==> src/rtl/timx_pwm_dtg_array.sv <==
// Complementary PWM output stage: shared edge/centre counter, preloaded compares, per-channel dead-time, break/MOE gating.
// Latency: ref registered 1 cycle after cnt; each output's rising edge is delayed dtg cycles; bkin gates outputs immediately.
// Backpressure: none, free-running. Define TIMX_PWM_REPCNT_EN to add the rcr repetition counter on update events.
module timx_pwm_dtg_array #(
   parameter int CNT_W = 16,
   parameter int NCH   = 4,
   parameter int DT_W  = 8
) (
   input  logic                 apb_clk,
   input  logic                 apb_rst_n,
   input  logic                 cen,
   input  logic                 cms,
   input  logic                 ug,
   input  logic [CNT_W-1:0]     arr,
   input  logic [NCH*CNT_W-1:0] ccr,
   input  logic [NCH-1:0]       ccxe,
   input  logic [NCH-1:0]       ccxne,
   input  logic [DT_W-1:0]      dtg,
   input  logic                 moe_set,
   input  logic                 bkin,
`ifdef TIMX_PWM_REPCNT_EN
   input  logic [7:0]           rcr,
`endif
   output logic [CNT_W-1:0]     cnt,
   output logic                 dir,
   output logic                 update,
   output logic                 moe,
   output logic [NCH-1:0]       ch_out,
   output logic [NCH-1:0]       chn_out
);

   localparam logic [CNT_W-1:0] CNT_ONE = CNT_W'(1);
   localparam logic [DT_W-1:0]  DT_ONE  = DT_W'(1);

   logic [CNT_W-1:0]     arr_s;
   logic [NCH*CNT_W-1:0] ccr_s;
   logic [CNT_W-1:0]     cnt_nxt;
   logic                 dir_nxt;
   logic                 tev;
   logic                 upd_ev;
   logic [NCH-1:0]       dt_p_v;
   logic [NCH-1:0]       dt_n_v;

   // Next count and terminal event; only consumed when cen is high.
   always_comb begin
      cnt_nxt = cnt;
      dir_nxt = dir;
      tev     = 1'b0;
      if (!cms) begin
         dir_nxt = 1'b0;
         if (cnt >= arr_s) begin
            cnt_nxt = '0;
            tev     = 1'b1;
         end else begin
            cnt_nxt = cnt + CNT_ONE;
         end
      end else if (arr_s == '0) begin
         cnt_nxt = '0;
         dir_nxt = 1'b0;
         tev     = 1'b1;
      end else if (!dir) begin
         if (cnt >= arr_s) begin
            cnt_nxt = cnt - CNT_ONE;
            dir_nxt = 1'b1;
         end else begin
            cnt_nxt = cnt + CNT_ONE;
            if (cnt + CNT_ONE == arr_s) begin
               dir_nxt = 1'b1;
               tev     = 1'b1;
            end
         end
      end else begin
         if (cnt <= CNT_ONE) begin
            cnt_nxt = '0;
            dir_nxt = 1'b0;
            tev     = 1'b1;
         end else begin
            cnt_nxt = cnt - CNT_ONE;
         end
      end
   end

`ifdef TIMX_PWM_REPCNT_EN
   logic [7:0] rep;

   assign upd_ev = ug | (cen & tev & (rep == 8'd0));

   always_ff @(posedge apb_clk or negedge apb_rst_n) begin
      if (!apb_rst_n) begin
         rep <= 8'd0;
      end else if (ug) begin
         rep <= rcr;
      end else if (cen && tev) begin
         rep <= (rep == 8'd0) ? rcr : rep - 8'd1;
      end
   end
`else
   assign upd_ev = ug | (cen & tev);
`endif

   always_ff @(posedge apb_clk or negedge apb_rst_n) begin
      if (!apb_rst_n) begin
         cnt    <= '0;
         dir    <= 1'b0;
         update <= 1'b0;
         arr_s  <= '0;
         ccr_s  <= '0;
         moe    <= 1'b0;
      end else begin
         update <= upd_ev;
         if (ug) begin
            cnt <= '0;
            dir <= 1'b0;
         end else if (cen) begin
            cnt <= cnt_nxt;
            dir <= dir_nxt;
         end
         if (upd_ev) begin
            arr_s <= arr;
            ccr_s <= ccr;
         end
         // Break wins over a coincident MOE write.
         if (bkin) begin
            moe <= 1'b0;
         end else if (moe_set) begin
            moe <= 1'b1;
         end
      end
   end

   for (genvar i = 0; i < NCH; i++) begin : g_ch
      logic [CNT_W-1:0] ccr_i;
      logic             ref_nxt;
      logic             ref_q;
      logic [DT_W-1:0]  dt_cnt;
      logic             dt_p;
      logic             dt_n;

      assign ccr_i   = ccr_s[i*CNT_W +: CNT_W];
      assign ref_nxt = (cnt < ccr_i);

      // Any ref transition drops both sides, then the new active side waits out dtg.
      always_ff @(posedge apb_clk or negedge apb_rst_n) begin
         if (!apb_rst_n) begin
            ref_q  <= 1'b0;
            dt_cnt <= '0;
            dt_p   <= 1'b0;
            dt_n   <= 1'b0;
         end else begin
            ref_q <= ref_nxt;
            if (ref_nxt != ref_q) begin
               if (dtg == '0) begin
                  dt_p   <= ref_nxt;
                  dt_n   <= ~ref_nxt;
                  dt_cnt <= '0;
               end else begin
                  dt_p   <= 1'b0;
                  dt_n   <= 1'b0;
                  dt_cnt <= dtg;
               end
            end else if (dt_cnt > DT_ONE) begin
               dt_cnt <= dt_cnt - DT_ONE;
            end else begin
               dt_cnt <= '0;
               dt_p   <= ref_q;
               dt_n   <= ~ref_q;
            end
         end
      end

      assign dt_p_v[i] = dt_p;
      assign dt_n_v[i] = dt_n;
   end

   assign ch_out  = dt_p_v & ccxe  & {NCH{moe & ~bkin}};
   assign chn_out = dt_n_v & ccxne & {NCH{moe & ~bkin}};

endmodule

==> config.mk <==
export PLATFORM = sky130hd
export DESIGN_NAME = timx_pwm_dtg_array
export DESIGN_NICKNAME = d
export VERILOG_FILES = /design/src/rtl/timx_pwm_dtg_array.sv
export SDC_FILE = /design/constraint.sdc
export NUM_CORES = 1
export LEC_CHECK = 0
export ABC_CLOCK_PERIOD_IN_PS = 4400
export CORE_UTILIZATION = 56
export CTS_CLUSTER_SIZE = 24
export DETAILED_ROUTE_END_ITERATION = 10
export HOLD_SLACK_MARGIN = 0.02
export PLACE_DENSITY = 0.81
export SLEW_MARGIN = 20
export SYNTH_ARGS = -nofsm -noshare
export SYNTH_HDL_FRONTEND = slang
export SYNTH_SLANG_ARGS = --single-unit
export TNS_END_PERCENT = 20
==> constraint.sdc <==
create_clock -name apb_clk -period 4.4 [get_ports apb_clk]
set_input_delay 1.1 -clock apb_clk [delete_from_list [all_inputs] [get_ports apb_clk]]
set_output_delay 1.1 -clock apb_clk [all_outputs]
set_load 0.005 [all_outputs]
==> run_summary.xml <==
<?xml version="1.0" encoding="UTF-8"?>
<metrics>
  <group name="cts">
    <metric name="clock_tree_from_tritoncts" unit="">done</metric>
    <metric name="clock-sinks" unit="">143</metric>
    <metric name="ctsHtreeMaxLevel" unit="">4</metric>
    <metric name="cts-buffers-inserted" unit="">17</metric>
    <metric name="clk_pin_slew_worst_paths" unit="ns">0.06</metric>
    <metric name="ctsHoldBuffers" unit="">0</metric>
    <metric name="cts_root_buf" unit="">clkbuf_16</metric>
    <metric name="clk_latency" unit="ns">0.44</metric>
    <metric name="postCtsSetupBuffers" unit="">0</metric>
    <metric name="post_cts_resized" unit="">0</metric>
    <metric name="cts_max_path_buffers" unit="">2</metric>
  </group>
  <group name="synth">
    <metric name="syn_area" unit="sq um">9519</metric>
    <metric name="postSynthCellCount" unit="">969</metric>
    <metric name="synth_nets" unit="">1159</metric>
    <metric name="ys_ff_latch" unit="">143</metric>
    <metric name="synth-seq-area-share" unit="%">37.59</metric>
    <metric name="synth_area_per_cell" unit="sq um">9.824</metric>
    <metric name="synthTopCellsByArea" unit="">dfrtp_1 (38%), ha_1 (11%), mux2_1 (9.3%)</metric>
    <metric name="most_used_dff_post_synth" unit="">dfrtp_1</metric>
    <metric name="async_flop_share" unit="%">100.0</metric>
    <metric name="synth_cell_types" unit="">63</metric>
    <metric name="synth.yosys.warnings" unit="">0</metric>
    <metric name="synthDominantAreaCellType" unit="">dfrtp_1</metric>
    <metric name="synth_top_cell_area_share" unit="%">37.59</metric>
    <metric name="count_of_flip_flops_with_a_built_in_enable_after_synthesis" unit="">0</metric>
  </group>
  <group name="setup_path">
    <metric name="crit_path_max_fanout" unit="">8</metric>
    <metric name="critPathMaxStageDelay" unit="ns">0.50</metric>
    <metric name="worstPathRequired" unit="ns">3.30</metric>
    <metric name="endpoint" unit="">ch_out[3]</metric>
    <metric name="crit_start" unit="">bkin</metric>
    <metric name="timing.reg2reg.setup_slack" unit="ns">0.90</metric>
    <metric name="timing.rr.end" unit="">ccr_s[19]</metric>
    <metric name="critical_path_arrival" unit="ns">2.73</metric>
    <metric name="timing.critical_path.to_type" unit="">output port</metric>
    <metric name="critPathBufInv" unit="">2</metric>
    <metric name="r2r_start" unit="">cnt[5]</metric>
    <metric name="timing.critical_path.mode_cell" unit="">clkdlybuf4s50_1</metric>
    <metric name="cp_num_cells" unit="">4</metric>
    <metric name="critPathKind" unit="">in2out</metric>
    <metric name="slowest_stage" unit="">clkdlybuf4s50_1</metric>
    <metric name="critical_path.top_delay_family" unit="">buffers and inverters</metric>
    <metric name="critPathLaunchType" unit="">primary input</metric>
    <metric name="crit_path_cell_trace" unit="">clkdlybuf4s50_1 &gt; nor2b_1 &gt; and3_1 &gt; clkdlybuf4s50_1</metric>
    <metric name="timing.reg2reg.worst_path_depth" unit="">11</metric>
  </group>
  <group name="placed_design">
    <metric name="finalWeightedCongestion" unit="">0.9193</metric>
    <metric name="port_buffers" unit="">129</metric>
    <metric name="hpwl" unit="mm">17.67</metric>
  </group>
  <group name="power_and_ir_drop">
    <metric name="power_density_over_the_cells" unit="nW/um^2">385.6</metric>
    <metric name="static-leakage-power" unit="nW">5.467</metric>
    <metric name="ir_drop" unit="mV">0.3269</metric>
  </group>
  <group name="flow_run">
    <metric name="drv.max_cap_violation_count" unit="">0</metric>
  </group>
  <group name="layout">
    <metric name="post-route-util" unit="%">70.78</metric>
    <metric name="layout-drive-gt1-share" unit="%">8.831</metric>
    <metric name="nets" unit="">1298</metric>
    <metric name="n_fill_cell" unit="">1250</metric>
    <metric name="antenna_cells_inserted" unit="">0</metric>
    <metric name="flow.area_growth_from_synthesis" unit="%">23.30</metric>
  </group>
  <group name="route">
    <metric name="vias_per_cell" unit="">5.956</metric>
    <metric name="wl_per_cell" unit="um">18.62</metric>
    <metric name="drt_iter0_drc" unit="">793</metric>
    <metric name="post-route-drc-count" unit="">0</metric>
    <metric name="dr_total_vias" unit="">7987</metric>
    <metric name="dr.pass1.iters" unit="">5</metric>
    <metric name="route.antenna.remaining_nets" unit="">0</metric>
    <metric name="wirelength" unit="mm">24.98</metric>
  </group>
  <group name="floorplan">
    <metric name="core_area" unit="sq um">16580</metric>
    <metric name="die-area" unit="sq um">17520</metric>
    <metric name="floorplan.io_pins" unit="">130</metric>
    <metric name="floorplan.die.height" unit="um">132.4</metric>
    <metric name="starting_density_of_the_core" unit="%">57.40</metric>
    <metric name="die_width" unit="um">132.4</metric>
    <metric name="rows" unit="">47</metric>
  </group>
  <group name="sta">
    <metric name="setup_viol" unit="">0</metric>
    <metric name="report.final.slew_viol_count" unit="">0</metric>
    <metric name="report.final.hold_viol_count" unit="">0</metric>
    <metric name="max_slew_margin" unit="%">39.84</metric>
    <metric name="fmaxAchievable" unit="MHz">261.2</metric>
    <metric name="setup_total_negative_slack" unit="ns">0</metric>
    <metric name="layout_min_cycle_time" unit="ns">3.829</metric>
    <metric name="fin_crit_sh" unit="%">87.02</metric>
    <metric name="worst_pin_slew" unit="ns">0.8959</metric>
    <metric name="rsz0062_at_grt" unit="">false</metric>
    <metric name="final.setup_skew" unit="ns">0.009842</metric>
  </group>
  <group name="global_routing">
    <metric name="grt_util_met3" unit="%">5.690</metric>
    <metric name="grt_max_degree" unit="">92</metric>
    <metric name="initial_antenna_violation_count" unit="">0</metric>
    <metric name="grt_overflow_total" unit="">0</metric>
    <metric name="globalRoute.busiestLayer" unit="">met2</metric>
    <metric name="grt_met1_use" unit="%">38.34</metric>
    <metric name="grt_util_all_layers" unit="%">29.64</metric>
    <metric name="met2_usage" unit="%">48.51</metric>
    <metric name="number_of_global_route_vias_before_repair" unit="">7883</metric>
    <metric name="grt_first_pass_wirelength" unit="mm">40.43</metric>
  </group>
  <group name="hold_path">
    <metric name="min_path_type" unit="">reg2reg</metric>
  </group>
  <group name="run_status">
    <metric name="status" unit="">finished, final reports clean</metric>
  </group>
</metrics>
[synthesized netlist by cell type (all sizes together) (3+ instances only)]
cell / n
nor2: 63
a41oi: 4
a32o: 3
buf: 14
mux2i: 5
nor3b: 3
o31ai: 10
nand2b: 14
or4: 3
and3: 11
a31oi: 4
o22ai: 9
o2111ai: 3
nand4b: 3
xor2: 20
nand3: 12
a2111oi: 3
o41ai: 4
nor4: 20
a311oi: 3
nand4: 16
xnor2: 37
a211oi: 3
a21oi: 44
nor3: 15
a211o: 3
inv: 99
a21o: 25
clkbuf: 27
ha: 87
mux2: 104
o21a: 5
or3: 9
nor4b: 4
a221oi: 3
or2: 3
o221ai: 4
o21ai: 38
o211ai: 8
nor2b: 7
nand2: 54
o311ai: 4
dfrtp: 143
[worst min-delay path by stage]
| stage | start | end | slack [ns] | cells after the start |
|---|---|---|---|---|
| 2_1_floorplan | ccr_s[11] | ccr_s[11] | 0.46 | 1 |
| 3_3_place_gp | ccr_s[21] | ccr_s[21] | 0.47 | 1 |
| 3_5_place_dp | ccr_s[42] | ccr_s[42] | 0.47 | 1 |
| 4_1_cts | ccr_s[40] | ccr_s[40] | 0.49 | 1 |
| 5_1_grt | ccr_s[14] | ccr_s[14] | 0.50 | 1 |
| 6_report | ccr_s[49] | ccr_s[49] | 0.49 | 1 |
[cells in the final DEF (no fill, tap or decap), types with 5 or more instances in the layout]
| master | instances |
|---|---|
| clkbuf_16 | 17 |
| o21a_1 | 5 |
| nor4_1 | 19 |
| and3_1 | 11 |
| inv_1 | 99 |
| nor3_1 | 14 |
| mux2_1 | 79 |
| xnor2_1 | 37 |
| or3_1 | 9 |
| nand2_1 | 54 |
| ha_1 | 87 |
| nor2_1 | 63 |
| o21ai_0 | 34 |
| nand4_1 | 15 |
| o22ai_1 | 9 |
| nor2b_1 | 7 |
| a21o_1 | 25 |
| o31ai_1 | 10 |
| clkdlybuf4s50_1 | 128 |
| buf_4 | 30 |
| a21oi_1 | 44 |
| dfrtp_1 | 143 |
| mux2_2 | 25 |
| xor2_1 | 20 |
| nand2b_1 | 14 |
| nand3_1 | 12 |
| mux2i_1 | 5 |
| o211ai_1 | 8 |
| inv_8 | 6 |
[state kept, by name, summed over array words and instances (netlist names)]
signal       flops
ccr_s           64
g_ch.dt_cnt     32
arr_s           16
cnt             16
g_ch.dt_n        4
g_ch.dt_p        4
g_ch.ref_q       4
dir              1
moe              1
update           1
[worst reg2reg max path: stages (launching register included)]
cell and delay [ns]:
dfrtp_1 0.62, buf_4 0.32, ha_1 0.28, a21o_1 0.18, a211oi_1 0.23, o21a_1 0.17, o211ai_1 0.18, nor2_1 0.29
nand3_1 0.17, o21ai_4 0.22, buf_4 0.34, mux2_1 0.39
[layout make-up]
type / instances / area (sq um) / area share, %
Tap cell: 220 / 275.3 / 2.345
Inverter: 99 / 371.6 / 3.166
Clock inverter: 15 / 167.7 / 1.428
Multi-Input combinational cell: 686 / 5361 / 45.68
Clock buffer: 17 / 425.4 / 3.624
Timing Repair Buffer: 161 / 1558 / 13.27
Sequential cell: 143 / 3578 / 30.49
[per-stage QoR]
step / total power, mW / instance area (sq um) / instances / worst slack (ns) / hold WS [ns]
final: 4.526 / 11740 / 1341 / 0.5712 / 0.4870
after detailed placement: 3.062 / 11140 / 1309 / 0.5892 / 0.4747
after global placement: 2.986 / 11140 / 1309 / 0.5976 / 0.4683
after CTS: 4.539 / 11730 / 1341 / 0.5892 / 0.4886
after floorplan: 2.680 / 9519 / 969 / 1.153 / 0.4581
after global routing: 4.792 / 11740 / 1341 / 0.4818 / 0.5010
[per-layer routing]
metal | up-vias | wire length [um]
li1 | 3755 | -
met1 | 3841 | 10520
met2 | 324 | 12060
met3 | 67 | 1674
met4 | 0 | 720
met5 | - | 0
[power breakdown]
part | total (mW) | switching, mW | leakage, nW | internal [mW]
clock network | 1.46 | 0.652 | 0.295 | 0.810
logic | 1.23 | 0.570 | 3.46 | 0.657
registers | 1.84 | 0.249 | 1.72 | 1.59
[cell families after synthesis]
| kind of cell | after synthesis | share of synthesized area (%) |
|---|---|---|
| AOI/OAI and AO/OA | 194 | 13.87 |
| xor gates and xnor gates | 57 | 5.244 |
| adders and majority gates | 87 | 11.44 |
| buffers and inverters | 140 | 6.138 |
| DFF | 143 | 37.59 |
| muxes | 109 | 12.83 |
| and+or+nand+nor | 239 | 12.89 |
No activity file was read; power rests on OpenSTA's default activity.
